`config.mk`:
```
export PLATFORM = sky130hd
export DESIGN_NAME = ps2_scan_decoder
export DESIGN_NICKNAME = d
export VERILOG_FILES = /design/src/rtl/ps2_pkg.sv /design/src/rtl/ps2_evt_reg.sv /design/src/rtl/ps2_scan_decoder.sv
export SDC_FILE = /design/constraint.sdc
export NUM_CORES = 1
export LEC_CHECK = 0
export BUFFER_PORTS_ARGS = -buffer_cell sky130_fd_sc_hd__buf_2
export CAP_MARGIN = 40
export CORE_AREA = 2 2 64 66
export DETAILED_ROUTE_END_ITERATION = 7
export DIE_AREA = 0 0 66 68
export PLACE_DENSITY_LB_ADDON = 0.25
export SYNTH_ARGS = -nofsm -noshare
export SYNTH_HDL_FRONTEND = slang
export SYNTH_SLANG_ARGS = --single-unit
export TNS_END_PERCENT = 10
```
`constraint.sdc`:
```
create_clock -name clk -period 1.9 [get_ports clk]
set_input_delay 0.19 -clock clk [delete_from_list [all_inputs] [get_ports clk]]
set_output_delay 0.19 -clock clk [all_outputs]
set_load 0.01 [all_outputs]
```
`src/rtl/ps2_pkg.sv`:
```
// Shared PS/2 scan-code constants and decoder state type.
package ps2_pkg;

  localparam logic [7:0] PS2_EXT        = 8'hE0;
  localparam logic [7:0] PS2_BRK        = 8'hF0;
  localparam logic [7:0] PS2_PAUSE      = 8'hE1;
  localparam logic [7:0] PS2_BAT_OK     = 8'hAA;
  localparam logic [7:0] PS2_ACK        = 8'hFA;
  localparam logic [7:0] PS2_RESEND     = 8'hFE;
  localparam logic [7:0] PS2_ERR0       = 8'h00;
  localparam logic [7:0] PS2_ERR1       = 8'hFF;
  localparam logic [7:0] PS2_BAT_FAIL   = 8'hFC;
  localparam logic [7:0] PS2_PAUSE_CODE = 8'h77;

  typedef enum logic {NORMAL, SKIP} ps2_state_e;

  function automatic logic ps2_is_status(input logic [7:0] b);
    return (b == PS2_BAT_OK) || (b == PS2_ACK) || (b == PS2_RESEND) ||
           (b == PS2_ERR0) || (b == PS2_ERR1) || (b == PS2_BAT_FAIL);
  endfunction

endpackage

```
`src/rtl/ps2_evt_reg.sv`:
```
// Single-entry valid/ready holding register for the decoded key event bundle.
module ps2_evt_reg (
  input  logic       clk,
  input  logic       rst,
  input  logic       i_load,
  input  logic [7:0] i_code,
  input  logic       i_ext,
  input  logic       i_brk,
  input  logic       i_pause,
  input  logic       i_ready,
  output logic       o_valid,
  output logic [7:0] o_code,
  output logic       o_ext,
  output logic       o_brk,
  output logic       o_pause
);

  logic       r_valid;
  logic [7:0] r_code;
  logic       r_ext;
  logic       r_brk;
  logic       r_pause;

  // A load on the accepting edge replaces the old event with no bubble.
  always_ff @(posedge clk) begin
    if (rst) begin
      r_valid <= 1'b0;
      r_code  <= 8'h00;
      r_ext   <= 1'b0;
      r_brk   <= 1'b0;
      r_pause <= 1'b0;
    end else if (i_load) begin
      r_valid <= 1'b1;
      r_code  <= i_code;
      r_ext   <= i_ext;
      r_brk   <= i_brk;
      r_pause <= i_pause;
    end else if (r_valid && i_ready) begin
      r_valid <= 1'b0;
    end
  end

  assign o_valid = r_valid;
  assign o_code  = r_code;
  assign o_ext   = r_ext;
  assign o_brk   = r_brk;
  assign o_pause = r_pause;

endmodule

```
`src/rtl/ps2_scan_decoder.sv`:
```
// Pops PS/2 scan bytes from a FWFT FIFO, strips E0/F0/E1 prefixes and emits key events.
module ps2_scan_decoder
  import ps2_pkg::*;
#(
  parameter int unsigned D_WIDTH        = 8,
  parameter int unsigned TIMEOUT_CYCLES = 1000000,
  parameter int unsigned PAUSE_TAIL     = 7
) (
  input  logic               clk,
  input  logic               rst,
  input  logic               fifo_empty,
  input  logic [D_WIDTH-1:0] fifo_data,
  output logic               fifo_rd,
  output logic               evt_valid,
  input  logic               evt_ready,
  output logic [7:0]         evt_code,
  output logic               evt_ext,
  output logic               evt_brk,
  output logic               evt_pause,
  output logic               dev_bat_ok,
  output logic               dev_ack,
  output logic               dev_resend,
  output logic               dev_err,
  output logic               prefix_timeout
);

  localparam int unsigned TW = (TIMEOUT_CYCLES > 2) ? $clog2(TIMEOUT_CYCLES) : 1;
  localparam int unsigned SW = (PAUSE_TAIL > 1) ? $clog2(PAUSE_TAIL + 1) : 1;

  ps2_state_e    r_state;
  logic          r_ext;
  logic          r_brk;
  logic [SW-1:0] r_skip;
  logic [TW-1:0] r_to_cnt;
  logic          r_bat_ok;
  logic          r_ack;
  logic          r_resend;
  logic          r_err;
  logic          r_timeout;

  logic [7:0] w_byte;
  logic       w_pop;
  logic       w_evt_valid;
  logic       w_load;
  logic [7:0] w_code;
  logic       w_ext;
  logic       w_brk;
  logic       w_pause;
  logic       w_pending;

  assign w_byte    = fifo_data[7:0];
  assign w_pop     = !rst && !fifo_empty && (!w_evt_valid || evt_ready);
  assign fifo_rd   = w_pop;
  assign w_pending = r_ext || r_brk || (r_state == SKIP);

  always_comb begin
    w_load  = 1'b0;
    w_code  = w_byte;
    w_ext   = r_ext;
    w_brk   = r_brk;
    w_pause = 1'b0;
    if (w_pop) begin
      if (r_state == NORMAL) begin
        if (w_byte == PS2_PAUSE) begin
          if (PAUSE_TAIL == 0) begin
            w_load  = 1'b1;
            w_code  = PS2_PAUSE_CODE;
            w_ext   = 1'b0;
            w_brk   = 1'b0;
            w_pause = 1'b1;
          end
        end else if (w_byte != PS2_EXT && w_byte != PS2_BRK && !ps2_is_status(w_byte)) begin
          w_load = 1'b1;
        end
      end else if (r_skip == SW'(1)) begin
        w_load  = 1'b1;
        w_code  = PS2_PAUSE_CODE;
        w_ext   = 1'b0;
        w_brk   = 1'b0;
        w_pause = 1'b1;
      end
    end
  end

  always_ff @(posedge clk) begin
    if (rst) begin
      r_state   <= NORMAL;
      r_ext     <= 1'b0;
      r_brk     <= 1'b0;
      r_skip    <= '0;
      r_to_cnt  <= '0;
      r_bat_ok  <= 1'b0;
      r_ack     <= 1'b0;
      r_resend  <= 1'b0;
      r_err     <= 1'b0;
      r_timeout <= 1'b0;
    end else begin
      r_bat_ok  <= 1'b0;
      r_ack     <= 1'b0;
      r_resend  <= 1'b0;
      r_err     <= 1'b0;
      r_timeout <= 1'b0;
      if (w_pop) begin
        r_to_cnt <= '0;
        unique case (r_state)
          NORMAL: begin
            if (w_byte == PS2_EXT) begin
              r_ext <= 1'b1;
            end else if (w_byte == PS2_BRK) begin
              r_brk <= 1'b1;
            end else if (w_byte == PS2_PAUSE) begin
              r_ext <= 1'b0;
              r_brk <= 1'b0;
              if (PAUSE_TAIL != 0) begin
                r_state <= SKIP;
                r_skip  <= SW'(PAUSE_TAIL);
              end
            end else if (ps2_is_status(w_byte)) begin
              // Status bytes leave any pending prefix untouched.
              r_bat_ok <= (w_byte == PS2_BAT_OK);
              r_ack    <= (w_byte == PS2_ACK);
              r_resend <= (w_byte == PS2_RESEND);
              r_err    <= (w_byte == PS2_ERR0) || (w_byte == PS2_ERR1) ||
                          (w_byte == PS2_BAT_FAIL);
            end else begin
              r_ext <= 1'b0;
              r_brk <= 1'b0;
            end
          end
          SKIP: begin
            r_skip <= r_skip - SW'(1);
            if (r_skip == SW'(1)) begin
              r_state <= NORMAL;
            end
          end
        endcase
      end else if (w_pending && fifo_empty) begin
        if (r_to_cnt == TW'(TIMEOUT_CYCLES - 1)) begin
          r_state   <= NORMAL;
          r_ext     <= 1'b0;
          r_brk     <= 1'b0;
          r_skip    <= '0;
          r_to_cnt  <= '0;
          r_timeout <= 1'b1;
        end else begin
          r_to_cnt <= r_to_cnt + TW'(1);
        end
      end else begin
        r_to_cnt <= '0;
      end
    end
  end

  ps2_evt_reg u_evt_reg (
    .clk     (clk),
    .rst     (rst),
    .i_load  (w_load),
    .i_code  (w_code),
    .i_ext   (w_ext),
    .i_brk   (w_brk),
    .i_pause (w_pause),
    .i_ready (evt_ready),
    .o_valid (w_evt_valid),
    .o_code  (evt_code),
    .o_ext   (evt_ext),
    .o_brk   (evt_brk),
    .o_pause (evt_pause)
  );

  assign evt_valid      = w_evt_valid;
  assign dev_bat_ok     = r_bat_ok;
  assign dev_ack        = r_ack;
  assign dev_resend     = r_resend;
  assign dev_err        = r_err;
  assign prefix_timeout = r_timeout;

endmodule

```
# After elaboration in Yosys (flattened, before gate mapping)
# Index checks and enable logic that the tools add are counted.
[op_classes]
addsub = 2
mux = 44
reduce_logical = 31
eq_ne = 20
n_bitwise = 4
[ops]
columns = ["operator", "count"]
rows = [
  ["8-bit == test, second input constant", 8],
  ["1-bit two-way mux", 33],
  ["8-bit two-way mux", 3],
  ["20-bit by 1-bit adder with 20-bit output, second input constant", 1],
  ["20-bit == test, second input constant", 1],
  ["3-bit two-way mux", 6],
  ["8-bit != test, second input constant", 2],
  ["5-bit AND reduction", 3],
  ["1-bit logical OR", 10],
  ["3-bit != test, second input constant", 3],
  ["8-bit logical NOT", 1],
  ["4-bit by 3-bit != test with 1-bit output, second input constant", 2],
  ["7-bit OR reduction", 1],
  ["1-bit logical AND", 6],
  ["3-bit case mux with 2 select lines", 1],
  ["2-bit nonzero test", 3],
  ["1-bit logical NOT", 4],
  ["2-bit != test, second input constant", 2],
  ["1-bit inverter", 4],
  ["4-bit OR reduction", 1],
  ["3-bit by 1-bit == test with 1-bit output, second input constant", 1],
  ["3-bit by 2-bit != test with 1-bit output, second input constant", 1],
  ["3-bit OR reduction", 1],
  ["3-bit by 1-bit subtractor with 3-bit output, second input constant", 1],
  ["other kinds (2)", 2],
]
[word_totals]
in_bits = 12
word_cells = 116
register_bits = 43

# Depth between registers and ports, before layout
[depth]
word_depth = 13
mapped_depth = 7
mapped_depth_nobuf = 6

# By module
# From an unflattened synthesis, not the netlist that was laid out.
[unflattened]
hier_cells = 224
hier_area_um2 = 2010.7
[modules_own_cells]
columns = ["module", "area_each_um2", "instances", "cells_per_inst"]
rows = [
  ["ps2_scan_decoder", 1587.8, 1, 185],
  ["ps2_evt_reg", 422.9, 1, 39],
]

# Least setup slack after synthesis
# Ideal clock, no wire load.
[synth_timing]
path_type = "flip-flop to flip-flop"
startpoint = "register r_to_cnt[7]"
endpoint = "register r_skip[2]"
arrival_ps = 1508
setup_ps = 132
stages_incl_launch_ff = 6
path_slack_ps = 261
period_less_slack_ps = 1639
t_required_ps = 1768
path_cell_list = "dfxtp_1 -> or4b_1 -> nor4_2 -> nand4_1 -> a32oi_1 -> nor3_1"
[synth_via]
elab_chain_len = 3
[synth_rtl]
columns = ["element", "line_no", "source"]
rows = [
  ["start, declared", "ps2_scan_decoder.sv:34", "logic [TW-1:0] r_to_cnt;"],
  ["start signal, assigned", "ps2_scan_decoder.sv:146", "r_to_cnt <= r_to_cnt + TW'(1);"],
  ["20-bit == test", "ps2_scan_decoder.sv:138", "if (r_to_cnt == TW'(TIMEOUT_CYCLES - 1)) begin"],
  ["2-bit nonzero test (no line)", "n/a", ""],
  ["5-bit AND reduction (no line)", "n/a", ""],
  ["end signal, assigned", "ps2_scan_decoder.sv:116", "r_skip <= SW'(PAUSE_TAIL);"],
  ["end signal, assigned", "ps2_scan_decoder.sv:131", "r_skip <= r_skip - SW'(1);"],
  ["end, declared", "ps2_scan_decoder.sv:33", "logic [SW-1:0] r_skip;"],
]
# No other way between the ends.
# A chain may end at the register's enable or synchronous reset.

# Final worst setup path
[layout_timing]
startpoint = "register r_to_cnt[6]"
endpoint = "register r_skip[2]"
# The elaborated chain is that of the path after synthesis.

==> flow_metrics.env <==
export IMPL_outcome="completed"
export IMPL_syn_area_per_cell_um2=8.601
export IMPL_syn_area_mm2=0.002047
export IMPL_path_cells="or4b_1 -> nor4_2 -> nand4_1 -> a32oi_1 -> nor3_1"
export IMPL_setup_viol=0
export IMPL_crit_slowest_cell="or4b_1"
export IMPL_rows=23
export IMPL_largest_reg_flops=20
export IMPL_cts_num_sinks=43
export IMPL_initial_core_util=0.5308
export IMPL_crit_fanout=6
export IMPL_switchingPower_mw=0.3884
export IMPL_synth_edf_count=0
export IMPL_place_ws_ns=0.1153
export IMPL_die_x_um=66
export IMPL_stdcell_count=321
export IMPL_finalHoldViolCount=0
export IMPL_ir_drop_v=0.0004927
export IMPL_use_met2=0.3788
export IMPL_worst_setup_path_type="flip-flop to flip-flop"
export IMPL_ant_nets=0
export IMPL_comb_power_share=0.068
export IMPL_firstDrtPassIters=4
export IMPL_clockBufferDepth=2
export IMPL_regMostFlops="r_to_cnt"
export IMPL_top_usage_layer="met2"
export IMPL_p_clk_frac=0.414
export IMPL_use_met3=0.06086
export IMPL_synthMuxAreaShare=0.009780
export IMPL_setup_tns_ns=0
export IMPL_worstSkewPairLatency_ns=0.30
export IMPL_power_leakage_nw=0.8733
export IMPL_netlist_cell_type_count=46
export IMPL_post_cts_buffers=0
export IMPL_fillCellCount=354
export IMPL_worst_pin_slew_ns=0.5265
export IMPL_fin_total_pwr_mw=1.772
export IMPL_fin_crit_sh=0.9350
export IMPL_vias=1781
export IMPL_cts_resized_gates=0
export IMPL_holdCritPathClass="input port to flip-flop"
export IMPL_core_area_mm2=0.003856
export IMPL_synth_fa_ha_area_frac=0.01834
export IMPL_seq_power_share=0.517
export IMPL_dp_hpwl_um=3107
export IMPL_cp_top_family="simple AND/OR/NAND/NOR gates"
export IMPL_internal_power_mw=1.384
export IMPL_grt_pass1_wl_um=7258
export IMPL_finalCriticalPeriod_ns=1.776
export IMPL_startpoint_type="flip-flop"
export IMPL_die_y_um=68
export IMPL_regArea_um2=860.8
export IMPL_use_met1=0.2342
export IMPL_yosysWarnings=0
export IMPL_syn_inst=238
export IMPL_maxSlewHeadroom=0.6442
export IMPL_diodes=0
export IMPL_grt_overflow_total=0
export IMPL_drc=0
export IMPL_p_per_area_mw_per_mm2=747.7
export IMPL_vias_per_cell=5.548
export IMPL_synth_xor_xnor_area_share=0.08130
export IMPL_path_buf_inv=0
export IMPL_yosys_area_share_simple=0.2818
export IMPL_yosys_most_used_dff="dfxtp_1"
export IMPL_synthesis_nets=253
export IMPL_cts_root_buf="clkbuf_8"
export IMPL_ys_ff_latch=43
export IMPL_cts_buffers=5
export IMPL_critPathCaptureType="flip-flop"
export IMPL_nets=285
export IMPL_boundaryPins=30
export IMPL_synth_compound_area_share=0.1424
export IMPL_first_global_vias=1700
export IMPL_holdWs_ns=0.1999
export IMPL_synth_top_family_by_area="simple AND/OR/NAND/NOR gates"
export IMPL_path_clk_slew_ns=0.08
export IMPL_die_area_mm2=0.004488
export IMPL_dr_first_iter_drc_count=205
export IMPL_drive_gt1_frac=0.1882
export IMPL_antenna_found_initial=0
export IMPL_swShare=0.2192
export IMPL_yosysSeqAreaShare=0.4205
export IMPL_final_setup_worst_slack_ns=0.1235
export IMPL_placed_cells=313
export IMPL_globalplace_congestion=0.9018
export IMPL_syn_to_final_growth_pct=15.77
export IMPL_cts_tree="done"
export IMPL_arrival_ns=1.96
export IMPL_rsz0062_at_grt="false"
export IMPL_dpl_instance_area_mm2=0.002252
export IMPL_design_area_mm2=0.002370
export IMPL_fin_util=0.6145
export IMPL_port_buffer_count=29
export IMPL_wl_per_cell_um=13.25
export IMPL_cp_required_ns=2.08
export IMPL_cts_hold_buf=0
export IMPL_clock_fmax_mhz=562.9
export IMPL_multi_input_area_mm2=0.001092
export IMPL_wl_um=4254
export IMPL_grt_max_degree=21
export IMPL_htreeDepth=2
export IMPL_crit_path_max_incr_delay_ns=0.53
export IMPL_synthArstFlopShare=0
export IMPL_cap_viol_max_count=0
export IMPL_skew_ns=0.007821
export IMPL_slew_viol_final=0
export IMPL_grt_use_total=0.2102
==> cell usage in the layout (no fill, tap or decap), drive strengths merged, types with 6 or more instances in the layout <==
master,instances
nor2,31
xnor2,7
nand3,13
o21ai,10
inv,9
xor2,12
nand2,17
a31oi,8
clkbuf,6
nand4,6
nor3,13
dfxtp,43
buf,35
a21oi,13
==> final timing paths <==
kind / startpoint / cells past startpoint / endpoint / slack, ns
min: fifo_data[2] / 3 / dev_resend$_SDFF_PP0_ / 0.20
max reg2reg: r_to_cnt[6]$_SDFF_PP0_ / 5 / r_skip[2]$_SDFFE_PP0P_ / 0.12
max: r_to_cnt[6]$_SDFF_PP0_ / 5 / r_skip[2]$_SDFFE_PP0P_ / 0.12
min reg2reg: r_to_cnt[0]$_SDFF_PP0_ / 1 / r_to_cnt[0]$_SDFF_PP0_ / 0.45
==> power by group through the flow <==
stage,logic (mW),clock network (mW),registers (mW)
after floorplan,0.0709,0,0.943
after global placement,0.120,0,0.938
after detailed placement,0.120,0,0.938
after CTS,0.121,0.744,0.917
after global routing,0.133,0.786,0.918
final,0.121,0.734,0.917
==> final cells by class <==
type                            instances  area share
Multi-Input combinational cell        176      0.4609
Sequential cell                        43      0.3633
Timing Repair Buffer                   35     0.08553
Clock buffer                            6     0.03485
Tap cell                               50     0.02640
Clock inverter                          2     0.01478
Inverter                                9     0.01426
==> layer usage <==
layer / wire [um] / vias to the layer above
met5: 0 / -
met4: 97 / 0
met3: 263 / 10
met2: 2115 / 48
met1: 1778 / 813
li1: - / 910
==> worst min-delay path, delay by kind of cell <==
| family | cells | cell delay, ns |
|---|---|---|
| buffers and inverters | 1 | 0.16 |
| AND/OR/NAND/NOR | 2 | 0.11 |
==> cell usage after synthesis, types with 2 or more instances <==
library cell | count | area, um2
a21oi_1 | 11 | 55.05
a311oi_1 | 3 | 26.28
a31oi_1 | 8 | 50.05
and2_1 | 2 | 12.51
and3_1 | 2 | 12.51
and4_1 | 3 | 26.28
buf_2 | 3 | 15.01
clkbuf_1 | 5 | 18.77
dfxtp_1 | 43 | 860.8
ha_1 | 3 | 37.54
inv_1 | 9 | 33.78
mux2i_1 | 2 | 20.02
nand2_1 | 17 | 63.81
nand2b_1 | 5 | 31.28
nand3_1 | 13 | 65.06
nand3b_1 | 2 | 15.01
nand4_1 | 6 | 37.54
nor2_1 | 31 | 116.4
nor3_1 | 13 | 65.06
nor3b_1 | 2 | 15.01
nor4_1 | 3 | 18.77
nor4_2 | 2 | 25.02
o21ai_0 | 3 | 15.01
o21ai_1 | 7 | 35.03
or4_4 | 2 | 22.52
xnor2_1 | 7 | 61.31
xor2_1 | 12 | 105.1
==> cell families after synthesis <==
| family | Yosys count |
|---|---|
| buffers and inverters | 19 |
| adders and majority gates | 3 |
| and+or+nand+nor | 109 |
| muxes | 2 |
| xor gates and xnor gates | 19 |
| AOI/OAI and AO/OA | 43 |
| DFF | 43 |
(Power assumes the default switching activity.)
